`src/rtl/vga_timing_pkg.sv`:
```
// Shared 640x480@60 Hz raster constants, derived sync windows and the counter type
// used by the VGA sync controller and the tile/text datapath that consumes Qh/Qv.
package vga_timing_pkg;

   localparam int COUNT_W = 10;

   localparam int H_DISPLAY_DEF = 640;
   localparam int H_FRONT_DEF   = 16;
   localparam int H_SYNC_DEF    = 96;
   localparam int H_BACK_DEF    = 48;
   localparam int V_DISPLAY_DEF = 480;
   localparam int V_FRONT_DEF   = 10;
   localparam int V_SYNC_DEF    = 2;
   localparam int V_BACK_DEF    = 33;
   localparam int PRESCALE_DEF  = 4;

   localparam int H_TOTAL  = H_DISPLAY_DEF + H_FRONT_DEF + H_SYNC_DEF + H_BACK_DEF;
   localparam int V_TOTAL  = V_DISPLAY_DEF + V_FRONT_DEF + V_SYNC_DEF + V_BACK_DEF;
   localparam int HS_START = H_DISPLAY_DEF + H_FRONT_DEF;
   localparam int HS_END   = HS_START + H_SYNC_DEF - 1;
   localparam int VS_START = V_DISPLAY_DEF + V_FRONT_DEF;
   localparam int VS_END   = VS_START + V_SYNC_DEF - 1;

   typedef logic [COUNT_W-1:0] count_t;

   // Inclusive window test shared by the hsync and vsync decoders.
   function automatic logic in_window(count_t value, count_t first, count_t last);
      return (value >= first) && (value <= last);
   endfunction

endpackage

```
`src/rtl/pixel_prescaler.sv`:
```
// Divides the system clock down to the pixel rate: pixel_tick is a registered one-cycle
// pulse per pixel, tick_due flags the cycle whose closing edge starts the next pixel.
module pixel_prescaler #(
   parameter int PRESCALE = 4
) (
   input  logic reloj,
   input  logic reset,
   output logic pixel_tick,
   output logic tick_due
);

   localparam int CNT_W = (PRESCALE > 1) ? $clog2(PRESCALE) : 1;
   localparam logic [CNT_W-1:0] CNT_LAST = CNT_W'(PRESCALE - 1);
   localparam logic [CNT_W-1:0] CNT_ONE  = CNT_W'(1);

   logic [CNT_W-1:0] prescaler;

   assign tick_due = (prescaler == CNT_LAST);

   // The counters downstream advance on the same edge that raises pixel_tick.
   always_ff @(posedge reloj) begin
      if (reset) begin
         prescaler  <= '0;
         pixel_tick <= 1'b0;
      end else begin
         prescaler  <= tick_due ? '0 : prescaler + CNT_ONE;
         pixel_tick <= tick_due;
      end
   end

endmodule

```
`src/rtl/vga_sync_controller.sv`:
```
// VGA raster timing: pixel/line counters Qh/Qv, active-low syncs, video_on and
// line/frame end pulses, all aligned to the same reloj edge.
module vga_sync_controller
   import vga_timing_pkg::*;
#(
   parameter int H_DISPLAY = H_DISPLAY_DEF,
   parameter int H_FRONT   = H_FRONT_DEF,
   parameter int H_SYNC    = H_SYNC_DEF,
   parameter int H_BACK    = H_BACK_DEF,
   parameter int V_DISPLAY = V_DISPLAY_DEF,
   parameter int V_FRONT   = V_FRONT_DEF,
   parameter int V_SYNC    = V_SYNC_DEF,
   parameter int V_BACK    = V_BACK_DEF,
   parameter int PRESCALE  = PRESCALE_DEF
) (
   input  logic               reloj,
   input  logic               reset,
   output logic [COUNT_W-1:0] Qh,
   output logic [COUNT_W-1:0] Qv,
   output logic               hsync,
   output logic               vsync,
   output logic               video_on,
   output logic               pixel_tick,
   output logic               fin_linea,
   output logic               fin_cuadro
);

   localparam count_t LINE_LAST  = count_t'(H_DISPLAY + H_FRONT + H_SYNC + H_BACK - 1);
   localparam count_t FRAME_LAST = count_t'(V_DISPLAY + V_FRONT + V_SYNC + V_BACK - 1);
   localparam count_t H_VISIBLE  = count_t'(H_DISPLAY);
   localparam count_t V_VISIBLE  = count_t'(V_DISPLAY);
   localparam count_t HS_FIRST   = count_t'(H_DISPLAY + H_FRONT);
   localparam count_t HS_LAST    = count_t'(H_DISPLAY + H_FRONT + H_SYNC - 1);
   localparam count_t VS_FIRST   = count_t'(V_DISPLAY + V_FRONT);
   localparam count_t VS_LAST    = count_t'(V_DISPLAY + V_FRONT + V_SYNC - 1);
   localparam count_t ONE        = count_t'(1);

   logic   tick_due;
   count_t qh_next;
   count_t qv_next;
   logic   line_wrap;
   logic   frame_wrap;

   pixel_prescaler #(
      .PRESCALE (PRESCALE)
   ) u_prescaler (
      .reloj      (reloj),
      .reset      (reset),
      .pixel_tick (pixel_tick),
      .tick_due   (tick_due)
   );

   // Next raster position; the syncs below decode this so they never lag Qh/Qv.
   always_comb begin
      qh_next    = Qh;
      qv_next    = Qv;
      line_wrap  = 1'b0;
      frame_wrap = 1'b0;
      if (tick_due) begin
         if (Qh == LINE_LAST) begin
            qh_next   = '0;
            line_wrap = 1'b1;
            if (Qv == FRAME_LAST) begin
               qv_next    = '0;
               frame_wrap = 1'b1;
            end else begin
               qv_next = Qv + ONE;
            end
         end else begin
            qh_next = Qh + ONE;
         end
      end
   end

   always_ff @(posedge reloj) begin
      if (reset) begin
         Qh         <= '0;
         Qv         <= '0;
         hsync      <= 1'b1;
         vsync      <= 1'b1;
         fin_linea  <= 1'b0;
         fin_cuadro <= 1'b0;
      end else begin
         Qh         <= qh_next;
         Qv         <= qv_next;
         hsync      <= !in_window(qh_next, HS_FIRST, HS_LAST);
         vsync      <= !in_window(qv_next, VS_FIRST, VS_LAST);
         fin_linea  <= line_wrap;
         fin_cuadro <= frame_wrap;
      end
   end

   assign video_on = (Qh < H_VISIBLE) && (Qv < V_VISIBLE) && !reset;

endmodule

```
`config.mk`:
```
export PLATFORM = sky130hd
export DESIGN_NAME = vga_sync_controller
export DESIGN_NICKNAME = d
export VERILOG_FILES = /design/src/rtl/vga_timing_pkg.sv /design/src/rtl/pixel_prescaler.sv /design/src/rtl/vga_sync_controller.sv
export SDC_FILE = /design/constraint.sdc
export NUM_CORES = 1
export LEC_CHECK = 0
export CORE_MARGIN = 3
export CORE_UTILIZATION = 25
export DETAILED_ROUTE_END_ITERATION = 7
export DONT_BUFFER_PORTS = 1
export PLACE_DENSITY = 0.38
export SYNTH_ARGS = -nofsm -noshare
export SYNTH_HDL_FRONTEND = slang
export SYNTH_SLANG_ARGS = --single-unit
export TNS_END_PERCENT = 5
```
`constraint.sdc`:
```
create_clock -name reloj -period 7 [get_ports reloj]
set_input_delay 2.1 -clock reloj [delete_from_list [all_inputs] [get_ports reloj]]
set_output_delay 2.1 -clock reloj [all_outputs]
set_load 0.02 [all_outputs]
```
* Word level (Yosys, flattened, before mapping)
Cells that the tools add are included.
** Storage, ports and cells
- Flip-flop bits (word level) :: 27
- Input bits :: 2
- Output and inout bits :: 26
- Logic and storage cells :: 39
** Cells by class
- $add $sub $neg :: 3
- $lt $le $gt $ge :: 6
- Equality and inequality tests :: 3
- Mux-type cells :: 7
- Bitwise gates (word level) :: 2
- Reductions and logical operators :: 10
** Operators by type and width (count)
- two-way mux 10 bit :: 5
- adder 10 x 1 -> 10 bit, second input constant :: 2
- == test 10 bit, second input constant :: 2
- greater-or-equal comparator 10 bit, second input constant :: 1
- greater-or-equal comparator 10 x 9 -> 1 bit, second input constant :: 1
- <= comparator 10 bit, second input constant :: 1
- <= comparator 10 x 9 -> 1 bit, second input constant :: 1
- < comparator 10 bit, second input constant :: 1
- < comparator 10 x 9 -> 1 bit, second input constant :: 1
- logical AND 1 bit :: 4
- OR reduction 2 bit :: 2
- zero test 1 bit :: 3
- OR reduction 3 bit :: 1
- adder 2 x 1 -> 2 bit, second input constant :: 1
- == test 2 bit, second input constant :: 1
- two-way mux 1 bit :: 2
- NOT 1 bit :: 2

* Longest topological paths before layout
Gate-level depths: netlist of run 1.
- Word-level depth :: 7
- Depth in mapped cells :: 8
- Mapped depth without buffers :: 6

* Cells and area by module
From an unflattened synthesis of run 1, not the netlist that was laid out.
** Second synthesis, totals
- Cells, all modules :: 166
- Area total of the unflattened synthesis :: 1438.9 um2
** Modules (own cells, without submodules)
- vga_sync_controller :: times used 1, cells each 159, area each 1335.0 um2, seq. area each 480.5 um2
- pixel_prescaler :: times used 1, cells each 7, area each 103.8 um2, seq. area each 60.1 um2

* Worst setup path before layout of run 1
Ideal clock, no wire load.
- Path type :: in2out
- Start :: input reset
- End :: output video_on
- Arrival :: 2.956 ns
- Data required time :: 4.900 ns
- Path slack :: 1.944 ns
- Stages :: 3
- Buffers on the path :: 2
- Path through :: clkbuf_1 > clkbuf_1 > nor3_1
** Between the ends
- Longest elaborated chain between the ends :: 2
** Ends and longest elaborated chain
- from (decl) :: line vga_sync_controller.sv:17 : input logic reset,
- zero test 1 bit :: line vga_sync_controller.sv:93 : assign video_on = (Qh < H_VISIBLE) && (Qv < V_VISIBLE) && !reset;
- logical AND 1 bit :: line vga_sync_controller.sv:93
- to (decl) :: line vga_sync_controller.sv:22 : output logic video_on,
Every way passes these cells.

* Worst setup path after layout of run 1
Same ends and word-level chain as after synthesis.

==> results of run 1 <==
[power by group through the flow]
stage / sequential (mW) / combinational [mW] / clock, mW
floorplan: 0.161 / 0.00696 / 0
global placement: 0.162 / 0.00575 / 0
detailed placement: 0.162 / 0.00616 / 0
CTS: 0.158 / 0.00617 / 0.0987
global route: 0.159 / 0.00713 / 0.104
finish: 0.158 / 0.00590 / 0.0927
[cells in the final DEF (no fill, tap or decap), types with 3 or more instances in the layout]
master and instances:
nand2_1 12, ha_1 4, nor4_1 3, xor2_1 6, o21ai_0 3, nor2b_1 3
xnor2_1 6, inv_1 8, clkbuf_8 3, nor2_1 16, nand4_1 11, nor3_1 10
nand3_1 7, dfxtp_1 27, a21oi_1 5
[state kept, by name, indices dropped and copies added (netlist names)]
| name | count |
|---|---|
| vsync | 1 |
| fin_cuadro | 1 |
| hsync | 1 |
| Qh | 10 |
| fin_linea | 1 |
| u_prescaler.prescaler | 2 |
| Qv | 10 |
| u_prescaler.pixel_tick | 1 |
[worst max path at each step]
stage                      from       end  slack (ns)  depth (start not counted)
after detailed placement  reset  video_on        2.25                          1
after CTS                 reset  video_on        2.25                          1
after floorplan           reset  video_on        1.94                          3
after global placement    reset  video_on        2.27                          1
after global routing      reset  video_on        2.24                          1
final                     reset  video_on        2.26                          1
[stage by stage]
stage	setup slack (ns)	total power, mW	std cells	cell area (um2)	hold WS (ns)
floorplan	1.94	0.168	182	1600	0.404
global placement	2.27	0.167	241	1610	0.409
detailed placement	2.25	0.168	241	1610	0.422
CTS	2.25	0.263	245	1660	0.437
global route	2.24	0.269	245	1660	0.460
finish	2.26	0.257	245	1660	0.436
[layer usage]
| layer | up-vias | wire (um) | share of wire (%) |
|---|---|---|---|
| met5 | - | 0 | 0 |
| met4 | 0 | 38 | 0.94 |
| met3 | 4 | 253 | 6.3 |
| met2 | 30 | 1850 | 46 |
| met1 | 629 | 1880 | 47 |
| li1 | 641 | - | - |
[logic make-up after synthesis]
group / Yosys count / share of synthesized area, %
XOR/XNOR: 12 / 6.57
AND/OR/NAND/NOR: 85 / 33.9
multiplexers: 2 / 1.25
AO/OA/AOI/OAI: 27 / 13.8
flip-flops: 27 / 33.8
buffers and inverters: 25 / 7.58
adder cells (fa/ha/maj): 4 / 3.13
[final cells by class]
cell class	count	area (um2)
flip-flops and latches	27	541
clock buffers	4	45.0
fillers	647	4410
inverters	8	30.0
repair buffers	1	7.51
multi-input cells	130	938
well taps	75	93.8
==> summary by stage, run 1 <==
Status
The flow ran to the end, and the final reports show no timing, DRC or antenna violations.

Worst setup path
The worst register-to-register path ends at vsync$_SDFF_PP1_. The maximum fanout along the worst path is 25. The largest individual stage delay along the critical path comes from the cell nor3_1. The arrival time at the worst endpoint is 2.64 ns. Traced cell by cell, the critical path runs through nor3_1.

The startpoint identified for the worst register-to-register timing path is Qh[0]$_SDFF_PP0_. The critical path is of the in2out type. Counting cells, the worst reg-to-reg path comes to 6. The number of buffers and inverters on the critical path is 0. In this design, the stage delay of the slowest critical-path cell is 0.53 ns. The required time of the critical path is 4.90 ns. STA classifies the critical path endpoint as an output port. The kind of cell adding the most delay to the critical path is simple AND/OR/NAND/NOR gates. Setup slack on the worst reg-to-reg path comes out at 4.25 ns. The sort of element at the start of the critical path is an input pin.

Logic synthesis
In the synthesized netlist the async set-or-reset flop fraction comes to 0%. The library cell occupying the most area in the post-synthesis netlist is dfxtp_1. Yosys mapped the design onto 54 distinct sky130hd cell types. The cell count after synthesis is 182. In the post-synthesis netlist, the biggest area contributors are dfxtp_1 (34%), nand4_1 (4.3%), nor2_1 (3.8%), xnor2_1 (3.3%), xor2_1 (3.3%).

The count of flip-flops with a built-in enable after synthesis is 0. Counting every net in the synthesized netlist gives 188. Sequential cells were found to cover 33.8% of the synthesized design area. The most used flip-flop cell after synthesis is dfxtp_1. The total of warnings raised by yosys is 0. In the synthesized netlist, the cells that appear most often are dfxtp_1 (27), nor2_1 (16), nand2_1 (12). After synthesis the cells add up to 0.00160 mm2. The portion of synthesized cell area occupied by the leading cell type is 33.8%. By instance count, the leading cell after synthesis is dfxtp_1. The average instance in the mapped netlist occupies 8.79 um2.

The synthesis-stage register bit count is 27.

Global route
Global routing consumed, on the met1 layer, 14.8% of the routing resources. The layer with the highest usage after global routing is met2. The global-route usage over all layers is 11.3%. Global routing finished with a remaining overflow of 0. Entering global routing, the biggest net connects 26 pins. The global-route wire length before repair is 6.62 mm. The number of global-route vias before repair was 1271. The number of antenna violations at the first check in global routing is 0.

Global routing used 17.9% of the available met2 tracks. The met3 track utilization from global routing is 3.17%.

Power and ir drop
The internal portion of the total power is 0.199 mW. For this design the ratio of total power to cell area is 155 mW/mm2. The leakage power of the design is 0.581 nW. Per report_power, the combinational group accounts for 2.3% of the total. Net switching is 22.4% of the power.

The clock network is responsible for 36.1% of the overall power. For this design the total switching power over the nets is 0.0574 mW. The worst-case IR drop observed on VDD is 0.0000620 V. Registers are responsible for 61.6% of the overall power.

CTS
The number of instances resized during post-cts repair is 0. Counting along the longest clock path gives a buffer depth of 2. CTS saw 27 sinks. The clock latency on the worst-skew pair is 0.28 ns. The root buffer selected by CTS is clkbuf_8.

The clock-pin transition on the worst setup and hold timing paths is 0.10 ns. In this run, CTS created clock tree buffers numbering 3. The hold buffer count at CTS is 0.

Post-CTS timing repair inserted 0 buffers for setup. The deepest level of the CTS H-tree is 1. The CTS tree is built.

Flow run
The reported max-cap violation count is 0.

Finish
The final layout net count is 177. 0 antenna diodes ended up in the layout. The post-route netlist has 8.24% of its cells at a drive strength greater than 1. The layout overhead on the synthesized area is 3.44%. The post-route core utilization is 27.3%.

Floorplan
The number of I/O pins is 28. After floorplanning, the core was sized to cover 0.00606 mm2. From left edge to right edge, the die measures 86.0 um.

The floorplan step set the die height to 86.0 um. Row generation in the floorplan step produced 28 rows. Once the floorplan was initialized, standard cells occupied 26.4% of the core.

The die covers 0.00740 mm2.

Place
The HPWL after detailed placement is 2.78 mm. Routability-driven placement finished with a final weighted congestion of 0.750. The count of buffers inserted at the top-level ports is 0.

Timing
The routed design could run at a clock period as short as 4.74 ns. The slew of the pin with the lowest slew margin is 0.724 ns. Of the available clock period, the critical path in the final layout requires 67.7%.

The worst clock skew is 0.00445 ns. In this run the tightest slew margin relative to its limit is 51.6%. Setup repair after global routing left no endpoint under its margin. The total negative slack for setup checks is 0 ns. The final hold violation count is 0. The max-slew violation total from the final report came to 0. Setup violations remaining at the end of the flow were counted as 0.

For this run, the top clock speed supported by timing is 211 MHz.

Min path
The worst hold path terminates at u_prescaler.prescaler[0]$_SDFF_PP0_. Along the worst hold path, the cell count comes to 1. The hold path startpoint is u_prescaler.prescaler[0]$_SDFF_PP0_. The min-delay analysis places its worst path in the category reg2reg.

Detailed routing
The count of routing violations after the opening detailed-route iteration is 52. The total number of vias is 1304. The average wire per standard cell is 16.4 um. The remaining antenna violation count is 0. The routed wire length is 4.03 mm. In the routed layout, each cell is associated on average with a via count of 5.32. The number of remaining DRC errors is 0. The detailed-routing iteration count for the pre-antenna-repair pass is 4.
(Power assumes the default switching activity.)
==> run 2, diff against run 1 <==
- PLACE_DENSITY: 0.38 -> 0.4
- clock period: 7 -> 3.95 ns (I/O delays scaled with it)
==> summary by stage, run 2 (same netlist as run 1, synthesis figures left out) <==
Status
The run finished with clean final reports.

Min path
In this run the worst hold path is classified as reg2reg. The startpoint identified for the worst hold timing path is u_prescaler.prescaler[0]$_SDFF_PP0_. The worst hold path terminates at u_prescaler.prescaler[0]$_SDFF_PP0_. The worst hold path stage count is 1 (unchanged).

Timing
The worst clock skew came to 0.00617 ns (+0.00172 ns). The worst relative slew slack came to 56.9% (+5.4 points). The max-slew violation total from the final report is 0 (unchanged). The post-layout worst setup margin is 1.05 ns (-1.21 ns). The minimum clock period is 2.90 ns. The total of endpoints with negative setup slack in the final report is 0 (unchanged).

Setup repair after global routing left no endpoint under its margin. Of the available clock period, the critical path in the final layout requires 73.4%. The final hold violation count is 0 (unchanged). Derived from the worst setup path, the maximum achievable clock frequency is 345 MHz. The total negative slack for setup checks is 0 ns (unchanged). The slew of the pin with the lowest slew margin is 0.641 ns (-0.0831 ns).

Global route
The aggregate global routing overflow is 0 (unchanged). The number of global-route vias before repair is 1320 (+3.9%). The met1 routing resource usage after global routing came to 14.8% (-0.066 points). The layer with the highest usage after global routing is met2. The largest net degree at the start of global routing is 26 (unchanged). The number of antenna violations at the first check in global routing is 0 (unchanged). The met2 demand-to-capacity share in global routing is 17.9% (+0.070 points). The global-route usage over all layers came to 11.3% (+0.077 points). The global-route wire length before repair came to 6.73 mm (+1.7%).

The met3 track utilization from global routing is 2.88% (-0.29 points).

Place
The HPWL after detailed placement is 2.81 mm (+1.0%). The instance count after placement with tap cells included is 243 (+0.83%). The count of buffers inserted at the top-level ports was 0 (unchanged). The setup slack after placement is 1.04 ns (-1.21 ns). The global placement routability congestion is 0.783 (+4.4%).

CTS
The clock sink count was 27 (unchanged). The deepest level of the CTS H-tree came to 1 (unchanged). The clock-pin transition on the worst setup and hold timing paths came to 0.09 ns (about the same). The root buffer cell chosen for the clock tree is clkbuf_8.

The buffer count from post-CTS setup fixing is 0 (unchanged). The CTS tree is built. The number of instances resized during post-cts repair was 0 (unchanged).

The number of buffers inserted during clock tree synthesis is 3 (unchanged). The hold buffer count at CTS is 0 (unchanged). The maximum buffer depth of the clock tree is 2 (unchanged). The clock latency on the worst-skew pair is 0.28 ns (about the same).

Worst setup path
By startpoint and endpoint, the worst setup path is classified as in2out. The worst setup path is captured at an output port. The number of buffers and inverters on the critical path is 0 (unchanged). The sort of element at the start of the critical path is an input pin. The reg2reg setup slack is 1.25 ns (-3.00 ns). The arrival time at the worst endpoint is 1.71 ns (-0.93 ns). The maximum fanout along the worst path came to 25 (unchanged). The capture point of the worst reg-to-reg path is vsync$_SDFF_PP1_. Walking the worst path, the cells encountered are nor3_1. The beginning of the worst register-to-register path is Qh[0]$_SDFF_PP0_.

The number of cells traversed by the worst register-to-register path was 6 (unchanged). The kind of cell adding the most delay to the critical path is simple AND/OR/NAND/NOR gates. The required time of the critical path is 2.76 ns (-2.14 ns). Among all stages on the critical path, the largest delay is contributed by nor3_1. The peak per-stage delay on the critical path came to 0.52 ns (about the same).

Finish
In the final layout, the registers with the most flip-flops are Qh (10), Qv (10), u_prescaler.prescaler (2). The antenna diode instance count is 0 (unchanged). From synthesis to final layout, the design area changed by 4.38%. The top cell types in the final layout, fill and taps aside, are dfxtp_1 (27), nor2_1 (16), nand2_1 (12). The number of standard cells in the final layout excluding fillers is 247 (+0.82%). The final layout net count is 179 (+1.1%).

The register cell area after layout was 541 um2 (unchanged). The ratio of cells with drive above 1 in the final layout is 9.30% (+1.1 points). The area used by multi-input combinational logic is 938 um2 (unchanged).

The fill cell instance count of the final layout is 664 (+2.6%). Leaving out fill and tap cells, the most frequent cell in the layout is dfxtp_1.

Power and ir drop
The part of the total power dissipated in the clock network is 35.8% (-0.3 points). The leakage power of the design came to 0.592 nW (+1.9%). The overall power is 0.454 mW (+77%). The combinational fraction of design power is 2.6% (+0.3 points). The part of the total power dissipated in sequential elements is 61.6% (about the same).

The power density over cell area is 272 mW/mm2 (+75%). The largest voltage drop on the vdd net is 0.000110 V (+78%). The switching power was 0.100 mW (+75%).

The switching share of power was 22.1% (-0.24 points). The cell internal power dissipation is 0.354 mW (+78%).

Floorplan
The row count came to 28 (unchanged). The die extent in x is 86.0 um (unchanged). The area enclosed by the die boundary is 0.00740 mm2 (unchanged). The number of I/O pins is 28 (unchanged). The starting density of the core is 26.4% (unchanged). The die height was 86.0 um (unchanged). The placeable core region is 0.00606 mm2 (unchanged).

Detailed routing
The routed wire length is 3.97 mm (-1.4%). The average wire per standard cell was 16.1 um (-2.2%). The number of remaining DRC errors is 0 (unchanged). The detailed-routing iteration count for the pre-antenna-repair pass is 4 (unchanged). The detail-routed via count per cell is 5.29 (-0.66%). The total number of vias is 1306 (+0.15%). The remaining antenna violation count is 0 (unchanged).

The count of routing violations after the opening detailed-route iteration is 87 (+67%).

Flow run
The reported max-cap violation count is 0 (unchanged).
==> run 2: cell types whose count changed in the layout (fill, tap and decap cells not counted), sizes merged <==
cell  delta
buf      +2
==> run 2: routing by layer <==
metal	vias up	share of wire [%]
met3	5	6.0
met1	634	46
met5	-	0
met4	0	1.5
li1	642	-
met2	25	47
==> run 2: area by class of cell <==
cell class,instances,share of cell area [%]
Clock buffer,4,2.70
Inverter,8,1.80
Multi-Input combinational cell,130,56.2
Sequential cell,27,32.4
Tap cell,75,5.62
Timing Repair Buffer,3,1.35
==> run 2: per-stage QoR <==
| stage | utilization, % | hold slack (ns) | instance area [um2] |
|---|---|---|---|
| after global placement | 26.8 | 0.410 | 1630 |
| after floorplan | - | 0.404 | 1600 |
| after detailed placement | 26.8 | 0.428 | 1630 |
| after CTS | 27.6 | 0.442 | 1670 |
| final | 27.6 | 0.435 | 1670 |
| after global routing | 27.6 | 0.467 | 1670 |
==> run 2: how the worst max path moves through the flow <==
stage	endpoint	startpoint	slack (ns)	depth (start not counted)
3_3_place_gp	video_on	reset	1.05	1
5_1_grt	vsync$_SDFF_PP1_	Qh[0]$_SDFF_PP0_	0.95	6
4_1_cts	video_on	reset	1.04	1
6_report	video_on	reset	1.05	1
3_5_place_dp	video_on	reset	1.04	1
2_1_floorplan	video_on	reset	0.72	3
==> run 2: power groups by stage <==
stage / Combinational (mW) / Sequential [mW] / Clock [mW]
2_1_floorplan: 0.0123 / 0.286 / 0
5_1_grt: 0.0133 / 0.281 / 0.181
3_5_place_dp: 0.0121 / 0.287 / 0
4_1_cts: 0.0122 / 0.280 / 0.170
6_report: 0.0118 / 0.280 / 0.163
3_3_place_gp: 0.0111 / 0.286 / 0
==> run 3, diff against run 2 <==
- clock period: 3.95 -> 2.5 ns (I/O delays scaled with it)
==> summary by stage, run 3 (same netlist as run 1, synthesis figures left out) <==
Worst setup path
The worst register-to-register path ends at vsync$_SDFF_PP1_. The number of cells traversed by the worst register-to-register path is 6 (unchanged). The required time of the critical path is 2.65 ns (-0.11 ns). The reg2reg setup slack is 0.14 ns (-1.11 ns). The signal on the critical path passes through ha_1 > or4b_4 > nor4_4 > nor3b_2 > a2bb2o_4 > nand4b_4. The beginning of the worst register-to-register path is Qh[0]$_SDFF_PP0_. The worst setup path is launched from a register.

The sort of element at the end of the critical path is a register. The maximum fanout along the worst path came to 6 (-76%). The peak per-stage delay on the critical path is 0.56 ns (+0.04 ns).

In this design, the largest share of critical-path delay is due to simple AND/OR/NAND/NOR gates. The arrival time at the worst endpoint is 2.51 ns (+0.80 ns). The slowest library cell on the worst path is or4b_4.

The critical path is of the reg2reg type. The number of buffers and inverters on the critical path is 0 (unchanged).

Power and ir drop
The overall power is 0.718 mW (+58%). The part of the total power dissipated in the clock network is 35.3% (-0.5 points). The power density over cell area came to 388 mW/mm2 (+42%). The leakage power of the design is 0.717 nW (+21%).

The cell internal power dissipation was 0.559 mW (+58%). The switching power is 0.158 mW (+58%). The part of the total power dissipated in sequential elements came to 61.3% (-0.3 points).

The largest voltage drop on the vdd net is 0.000225 V (+100%). The switching share of power is 22.1% (-0.035 points). The combinational fraction of design power is 3.5% (+0.9 points).

Flow run
The reported max-cap violation count is 0 (unchanged).

Detailed routing
The remaining antenna violation count is 0 (unchanged). The average wire per standard cell is 15.9 um (-1.3%). The total number of vias was 1389 (+6.4%). The routed length on met2 was 2.04 mm (+11%). The count of routing violations after the opening detailed-route iteration is 120 (+38%). The detailed-routing iteration count for the pre-antenna-repair pass came to 4 (unchanged). The routed wire length is 4.28 mm (+7.9%). The number of remaining DRC errors was 0 (unchanged). The met3 wire length is 250 um (+5.0%). The detailed-route wire length on metal 1 is 1.92 mm (+5.5%). The highest metal layer with signal wires is met4. The detail-routed via count per cell came to 5.14 (-2.7%).

Timing
The smallest clock period supported by the final layout is computed as 2.36 ns. The total of endpoints with negative setup slack in the final report is 0 (unchanged). After layout, the worst path uses 94.5% of the clock period. The highest clock frequency the design can meet is 423 MHz. The post-layout worst setup margin is 0.137 ns (-0.916 ns). The worst relative slew slack is 71.3% (+14 points).

The final hold violation count is 0 (unchanged). The total negative slack for setup checks came to 0 ns (unchanged). The max-slew violation total from the final report is 0 (unchanged). The slew of the pin with the lowest slew margin is 0.426 ns (-0.216 ns). The final-layout worst hold slack is 0.447 ns (+0.0119 ns). The worst clock skew came to 0.00435 ns (-0.00182 ns). Setup repair after global routing left no endpoint under its margin.

Floorplan
The number of I/O pins is 28 (unchanged). The die extent in x is 86.0 um (unchanged). The area enclosed by the die boundary came to 0.00740 mm2 (unchanged).

The starting density of the core is 26.4% (unchanged). The row count was 28 (unchanged). The placeable core region is 0.00606 mm2 (unchanged). The die height is 86.0 um (unchanged).

Global route
The number of antenna violations at the first check in global routing is 0 (unchanged). The number of global-route vias before repair is 1439 (+9.0%). The largest net degree at the start of global routing is 26 (unchanged). The global-route usage over all layers is 12.0% (+0.64 points). The aggregate global routing overflow is 0 (unchanged). The global-route wire length before repair was 7.17 mm (+6.5%).

Finish
From synthesis to final layout, the design area changed by 15.7%. The largest registers in the layout are Qh (10), Qv (10), u_prescaler.prescaler (2). The register cell area after layout is 541 um2 (unchanged). The library cell used most frequently in the layout, excluding fill and tap cells, is dfxtp_1.

The final layout net count is 202 (+13%). The antenna diode instance count is 0 (unchanged). The ratio of cells with drive above 1 in the final layout is 21.0% (+12 points). The area used by multi-input combinational logic came to 946 um2 (+0.80%). The top cell types in the final layout, fill and taps aside, are dfxtp_1 (27), buf_4 (26), nor2_1 (16).

The fill cell instance count of the final layout is 658 (-0.90%). The post-route cell area is 0.00185 mm2 (+11%). The number of standard cells in the final layout excluding fillers is 270 (+9.3%).

The post-route core utilization is 30.6% (+3.0 points).

Place
The setup slack after placement was 0.161 ns (-0.881 ns). The instance count after placement with tap cells included is 266 (+9.5%). The area of placed instances is 0.00180 mm2 (+11%). The HPWL after detailed placement came to 3.25 mm (+15%). The global placement routability congestion is 0.887 (+13%). The count of buffers inserted at the top-level ports is 0 (unchanged).

CTS
The number of buffers inserted during clock tree synthesis is 3 (unchanged). The maximum buffer depth of the clock tree was 2 (unchanged). The clock sink count is 27 (unchanged). The number of instances resized during post-cts repair is 0 (unchanged). The CTS tree is built. The root buffer selected by CTS is clkbuf_8. The clock-pin transition on the worst setup and hold timing paths is 0.10 ns (about the same). The hold buffer count at CTS is 0 (unchanged). The deepest level of the CTS H-tree is 1 (unchanged). The clock latency on the worst-skew pair is 0.27 ns (about the same). The buffer count from post-CTS setup fixing was 0 (unchanged).

Status
The run finished with clean final reports.

Min path
The hold path startpoint is u_prescaler.prescaler[0]$_SDFF_PP0_. The worst hold path stage count came to 1 (unchanged). For hold timing, the worst endpoint is u_prescaler.prescaler[0]$_SDFF_PP0_. The class of the most critical hold timing path is reg2reg.
==> run 3: cell count changes in the layout (fill, tap and decap cells not counted) <==
cell | before | now
clkinv_2 | 0 | 1
clkbuf_1 | 1 | 0
o41ai_1 | 1 | 0
buf_4 | 3 | 26
o41ai_2 | 0 | 1
==> run 3: cell type report <==
type	instances	area share (%)
clock buffers	3	2.23
clock inverters	1	0.270
inverters	8	1.62
multi-input cells	130	51.1
flip-flops and latches	27	29.2
well taps	75	5.07
repair buffers	26	10.5
==> run 3: power groups by stage <==
stage                     Combinational (mW)  Clock, mW  Sequential (mW)
after floorplan                       0.0195          0            0.452
after global placement                0.0248          0            0.449
after CTS                             0.0251      0.266            0.440
after global routing                  0.0273      0.285            0.440
after detailed placement              0.0252          0            0.450
final                                 0.0249      0.253            0.440
==> run 3: worst max-delay path by stage <==
stage,start,to,cells past startpoint
finish,Qh[0]$_SDFF_PP0_,vsync$_SDFF_PP1_,6
global route,Qh[0]$_SDFF_PP0_,vsync$_SDFF_PP1_,6
CTS,Qh[0]$_SDFF_PP0_,vsync$_SDFF_PP1_,6
detailed placement,Qh[0]$_SDFF_PP0_,vsync$_SDFF_PP1_,6
global placement,Qh[0]$_SDFF_PP0_,vsync$_SDFF_PP1_,6
floorplan,Qh[0]$_SDFF_PP0_,vsync$_SDFF_PP1_,7
==> run 3: routing by layer <==
layer / global-route usage (%) / up-vias
met4: 3.17 / 0
met5: 0 / -
met1: 14.7 / 667
met2: 20.3 / 26
met3: 3.55 / 6
li1: - / 690
